--- src/rtl/timer_counter.sv ---
// timer_counter: prescaled CNT_W-bit up-counter with TDR load, wrap-around and a debug-halt FSM.
// Define TIMER_CNT_OVF_EN to add the cnt_ovf wrap pulse output.
module timer_counter #(
    parameter int CNT_W = 64,
    parameter int DIV_W = 8
) (
    input  logic             sys_clk,
    input  logic             sys_rst,
    input  logic             timer_en,
    input  logic             div_en,
    input  logic [DIV_W-1:0] clk_div,
    input  logic [CNT_W-1:0] TDR,
    input  logic             TDR_sel,
    input  logic             halt_req,
    input  logic             dbg_mode,
    output logic [CNT_W-1:0] cnt,
    output logic             cnt_tick,
    output logic             halt_ack,
`ifdef TIMER_CNT_OVF_EN
    output logic             cnt_ovf,
`endif
    output logic [1:0]       state_o
);

    typedef enum logic [1:0] {
        IDLE = 2'b00,
        RUN  = 2'b01,
        HALT = 2'b10
    } state_t;

    state_t           state_p1;
    state_t           state_nxt_p0;
    logic [DIV_W-1:0] div_cnt_p1;
    logic [DIV_W-1:0] eff_div_p0;
    logic             halt_p0;
    logic             run_p0;
    logic             div_hit_p0;
    logic             tick_p0;

    function automatic logic [CNT_W-1:0] cnt_wrap_inc(input logic [CNT_W-1:0] v);
        return v + CNT_W'(1);
    endfunction

    function automatic logic cnt_is_max(input logic [CNT_W-1:0] v);
        return &v;
    endfunction

    // Stage p0: next-state and tick decode from the current registered state.
    always_comb begin
        halt_p0      = halt_req && dbg_mode;
        state_nxt_p0 = state_p1;
        if (halt_p0) begin
            state_nxt_p0 = HALT;
        end else begin
            case (state_p1)
                HALT:    state_nxt_p0 = timer_en ? RUN : IDLE;
                IDLE:    if (timer_en) state_nxt_p0 = RUN;
                RUN:     if (!timer_en) state_nxt_p0 = IDLE;
                default: state_nxt_p0 = IDLE;
            endcase
        end
    end

    always_comb begin
        eff_div_p0 = div_en ? clk_div : '0;
        // Counting only while staying in RUN, so a halt or disable suppresses the tick.
        run_p0     = (state_p1 == RUN) && (state_nxt_p0 == RUN);
        div_hit_p0 = div_cnt_p1 >= eff_div_p0;
        tick_p0    = run_p0 && div_hit_p0;
    end

    // Stage p1: state register and its registered status outputs.
    always_ff @(posedge sys_clk) begin
        if (sys_rst) begin
            state_p1 <= IDLE;
            halt_ack <= 1'b0;
        end else begin
            state_p1 <= state_nxt_p0;
            halt_ack <= (state_nxt_p0 == HALT);
        end
    end

    assign state_o = state_p1;

    always_ff @(posedge sys_clk) begin
        if (sys_rst) begin
            cnt        <= '0;
            div_cnt_p1 <= '0;
            cnt_tick   <= 1'b0;
        end else begin
            cnt_tick <= tick_p0 && !TDR_sel;
            if (TDR_sel) begin
                cnt        <= TDR;
                div_cnt_p1 <= '0;
            end else begin
                if (tick_p0) begin
                    cnt <= cnt_wrap_inc(cnt);
                end
                // HALT entry/exit cycles keep div_cnt so prescaling resumes where it stopped.
                if (run_p0) begin
                    div_cnt_p1 <= div_hit_p0 ? '0 : div_cnt_p1 + DIV_W'(1);
                end else if ((state_p1 == IDLE) || (state_nxt_p0 == IDLE)) begin
                    div_cnt_p1 <= '0;
                end
            end
        end
    end

`ifdef TIMER_CNT_OVF_EN
    always_ff @(posedge sys_clk) begin
        if (sys_rst) begin
            cnt_ovf <= 1'b0;
        end else begin
            cnt_ovf <= tick_p0 && !TDR_sel && cnt_is_max(cnt);
        end
    end
`else
    logic unused_max_p0;
    assign unused_max_p0 = cnt_is_max(cnt);
`endif

endmodule
--- config.mk ---
export PLATFORM = sky130hd
export DESIGN_NAME = timer_counter
export DESIGN_NICKNAME = d
export VERILOG_FILES = /design/src/rtl/timer_counter.sv
export SDC_FILE = /design/constraint.sdc
export NUM_CORES = 1
export LEC_CHECK = 0
export CORE_ASPECT_RATIO = 1.2
export CORE_UTILIZATION = 35
export CTS_CLUSTER_DIAMETER = 30
export DETAILED_ROUTE_END_ITERATION = 10
export HOLD_SLACK_MARGIN = 0.15
export PLACE_DENSITY = 0.66
export SLEW_MARGIN = 25
export SYNTH_ARGS = -nofsm -noshare
export SYNTH_HDL_FRONTEND = slang
export SYNTH_SLANG_ARGS = --single-unit
--- constraint.sdc ---
create_clock -name sys_clk -period 2.35 [get_ports sys_clk]
set_input_delay 0.235 -clock sys_clk [delete_from_list [all_inputs] [get_ports sys_clk]]
set_output_delay 0.235 -clock sys_clk [all_outputs]
set_load 0.01 [all_outputs]
==> results by group <==
STA
  • Setup TNS: 0 ns
  • Slew at the pin closest to its max-slew limit: between 0.7 and 0.8 ns
  • Fin worst setup slack: 0.00588 ns
  • Final Hold Viols: 0
  • Minimum clock period: around 2.3 ns
  • Final setup fails: 0
  • Fin Clk Skew: approximately 0.0081 ns
  • Slew Limit Fails: 0
  • Fmax: roughly 430 MHz
  • Slew margin rel.: around 50%
  • RSZ-0062 raised after global routing: yes
  • Final period util: 99.7%

Synth
  • Unique masters post-synth: between 40 and 50
  • Area contributors post-synth: dfxtp_1, a211oi_1, xnor2_1, nor2_1, nand2_1
  • Yosys top cell by area: dfxtp_1
  • Adder-Cell Fraction of Synth Area: between 2 and 3%
  • Post-synthesis mux area share: less than 1%
  • Synth Area in XOR/XNOR: 10.3%
  • Compound-Gate Fraction of Synth Area: approximately 17%
  • Yosys reg bits: 76
  • Syn Std Cell Area: 4510 um^2
  • Mapped Cells: 561
  • Post-synthesis sequential area ratio: approximately 34%
  • Post-synth top area share: around a third
  • Syn_area_per_cell: 8.04 um^2
  • Async SR Flop Fraction: 0%
  • Syn_nets: 650
  • Number of synthesized flops with an enable pin: 0
  • Post-synthesis simple-gate area fraction: around a third
  • Synth Flop Type: dfxtp_1
  • Top-count cell post-synth: nor2_1
  • Total number of yosys warnings: 0
  • Top cells by count, synth: nor2_1, dfxtp_1, a211oi_1
  • Main combinational cell family by area after synthesis: simple AND/OR/NAND/NOR gates

Worst setup path
  • R2R Setup Slk: a little under 0.006 ns
  • Crit end category: flip-flop
  • CP arrival: 2.59 ns
  • Critical Path, Cell by Cell: inv_2 -> ha_4 -> nand2b_4 -> a2111oi_4 -> buf_4 -> o31a_4 -> buf_6 -> buf_8 -> or3_1 -> a311oi_1
  • CP max FO: 6
  • Critical path class: flip-flop to flip-flop
  • RR Startpoint: div_cnt_p1[0]$_SDFFE_PP0P_
  • Req. time, crit path: roughly 2.6 ns
  • CP max stage delay: approximately 0.4 ns
  • Critical Path Slowest Stage Cell: o31a_4
  • Crit path max-delay family: compound AO/OA/AOI/OAI gates
  • RR Endpoint: cnt[14]$_SDFFE_PP0P_
  • Reg2reg path depth: 10
  • Critical Path Source Type: flip-flop
  • Worst Path Buf+Inv: 4

Layout
  • Nets@finish: around 860
  • Fin cells: 935
  • Post-route cell area: 7600 um^2
  • Layout area overhead: 68.6%
  • Antenna Cells: 0
  • Share of cells above drive strength 1: 21.5%
  • Fillers: about 1,100

GRT
  • Global route total overflow: 0
  • First-pass GRT wire length: 24,600 um
  • Largest net degree at the start of global routing: between 60 and 70
  • Vias in the first global route: a little under 5,000
  • GRT Overall Usage: approximately 23%
  • Initial antenna violation count: 0

Clock network
  • Clk sinks: 76
  • CTS tree: done
  • Clk_lat worst skew: about 0.34 ns
  • Longest Clk Path Bufs: 2
  • Clk pin slew, worst setup/hold paths: roughly 0.060 ns
  • CTS Root Cell: clkbuf_16
  • Clock H-tree levels: 3
  • CTS buffer count: 9
  • Hold Buf Count CTS: 0

Detailed routing
  • Routed Antenna Nets: 0
  • DRC Markers: 0
  • Drt pass-1 iters: 5
  • Routed len/inst: 17.0 um
  • Final WL: roughly 16,000 um
  • Routed vias: just over 5,000
  • 1st-iter DRT viols: 307
  • Vias per cell: around 5.5

Flow run
  • Maxcap violations: 0

Floorplanning
  • Die Y-Extent: around 130 um
  • Num ports: 147
  • Core area: around 13,000 um^2
  • Die area: 13,300 um^2
  • Initial core utilization: about 36%
  • Die Wd: ~110 um
  • Rows: 45

Min path
  • Worst Hold Endpoint: state_o[1]$_SDFF_PP0_
  • Hold WC Path Type: primary input to flip-flop
  • Hold depth: 2
  • Hold Path Origin: sys_rst

Pwr
  • Switching Fraction: 27.0%
  • Tot Pwr: about 3.6 mW
  • P_int: 2.66 mW
  • NetSw: 0.984 mW
  • Reg power frac: roughly 40%
  • Clock power share: approximately two fifths
  • Peak supply drop: approximately 0.31 mV
  • Pwr Density: between 400 and 500 nW/um^2
  • LEAKAGE: roughly 2.9 nW
  • Gate power share: 21.7%

Place
  • DP Area: about 6600 um^2
  • I/O Buffers: roughly 150
  • GPL Wtd Cong: approximately 0.83
  • Placed Cells: approximately 900
  • Dpl ws: -0.716 ns
  • DPL Wire Length: roughly 11,000 um

Outcome
  • Status: finished, final reports clean
[sequential cells by signal, indices dropped and copies added (netlist names)]
register	flops
cnt	64
cnt_tick	1
div_cnt_p1	8
halt_ack	1
state_o	2
[final cells by class]
class / count / area, um^2 / area share (%)
multi-input cells: 439 / 3320 / 43.7
clock buffers: 13 / 250 / 3.29
flip-flops and latches: 76 / 1520 / 20.0
well taps: 164 / 205 / 2.70
inverters: 12 / 46.3 / 0.609
clock inverters: 2 / 35.0 / 0.461
repair buffers: 229 / 2220 / 29.2
[logic make-up after synthesis]
family                   count (synthesis)
multiplexers                             1
buffers and inverters                   46
flip-flops                              76
AO/OA/AOI/OAI                          104
AND/OR/NAND/NOR                        271
adder cells (fa/ha/maj)                 10
XOR/XNOR                                53
[cells in the final DEF, fill, tap and decap left out, drive strengths merged, types with 13 or more instances in the layout]
master,count
nand3,26
clkbuf,16
a21oi,13
clkdlybuf4s50,137
nor4,28
dfxtp,76
nor2,78
a211oi,49
nand2,43
nor3,28
nand4,25
xnor2,42
buf,82
[worst max-delay path by stage]
stage | startpoint | to | slack [ns] | cells past startpoint
2_1_floorplan | div_en | div_cnt_p1[6]$_SDFFE_PP0P_ | 0.01 | 11
3_3_place_gp | div_en | cnt[39]$_SDFFE_PP0P_ | -0.63 | 9
3_5_place_dp | div_en | cnt[39]$_SDFFE_PP0P_ | -0.72 | 8
4_1_cts | clk_div[6] | cnt[39]$_SDFFE_PP0P_ | -0.03 | 8
5_1_grt | div_cnt_p1[0]$_SDFFE_PP0P_ | cnt[14]$_SDFFE_PP0P_ | -0.07 | 10
6_report | div_cnt_p1[0]$_SDFFE_PP0P_ | cnt[14]$_SDFFE_PP0P_ | 0.006 | 10
[metal layers]
metal	part of all wire [%]	up-vias	track usage, %	routed length, um
met5	0	-	0	0
met4	1.3	0	6.45	199
met3	5.2	20	3.96	820
met2	49	176	39.4	7760
met1	45	2442	29.8	7120
li1	-	2500	-	-
[power groups by stage]
stage	logic, mW	registers, mW	clock network [mW]
6_report	0.791	1.46	1.39
5_1_grt	0.843	1.47	1.45
4_1_cts	0.718	1.46	1.40
3_5_place_dp	0.701	1.49	0
3_3_place_gp	0.695	1.48	0
2_1_floorplan	0.236	1.52	0
[what timing repair did]
item,CTS,global route
resized for setup,25,65
buffers inserted,0,15
cloned,0,4
setup endpoints to repair,72,58
pin swaps,4,49
[metrics by stage]
| stage | hold WS (ns) | utilization, % |
|---|---|---|
| floorplan | 0.359 | - |
| global placement | 0.489 | 52.2 |
| detailed placement | 0.500 | 52.2 |
| finish | 0.452 | 60.3 |
| CTS | 0.449 | 55.7 |
| global route | 0.482 | 60.3 |
Power figures use the tool's default switching activity.
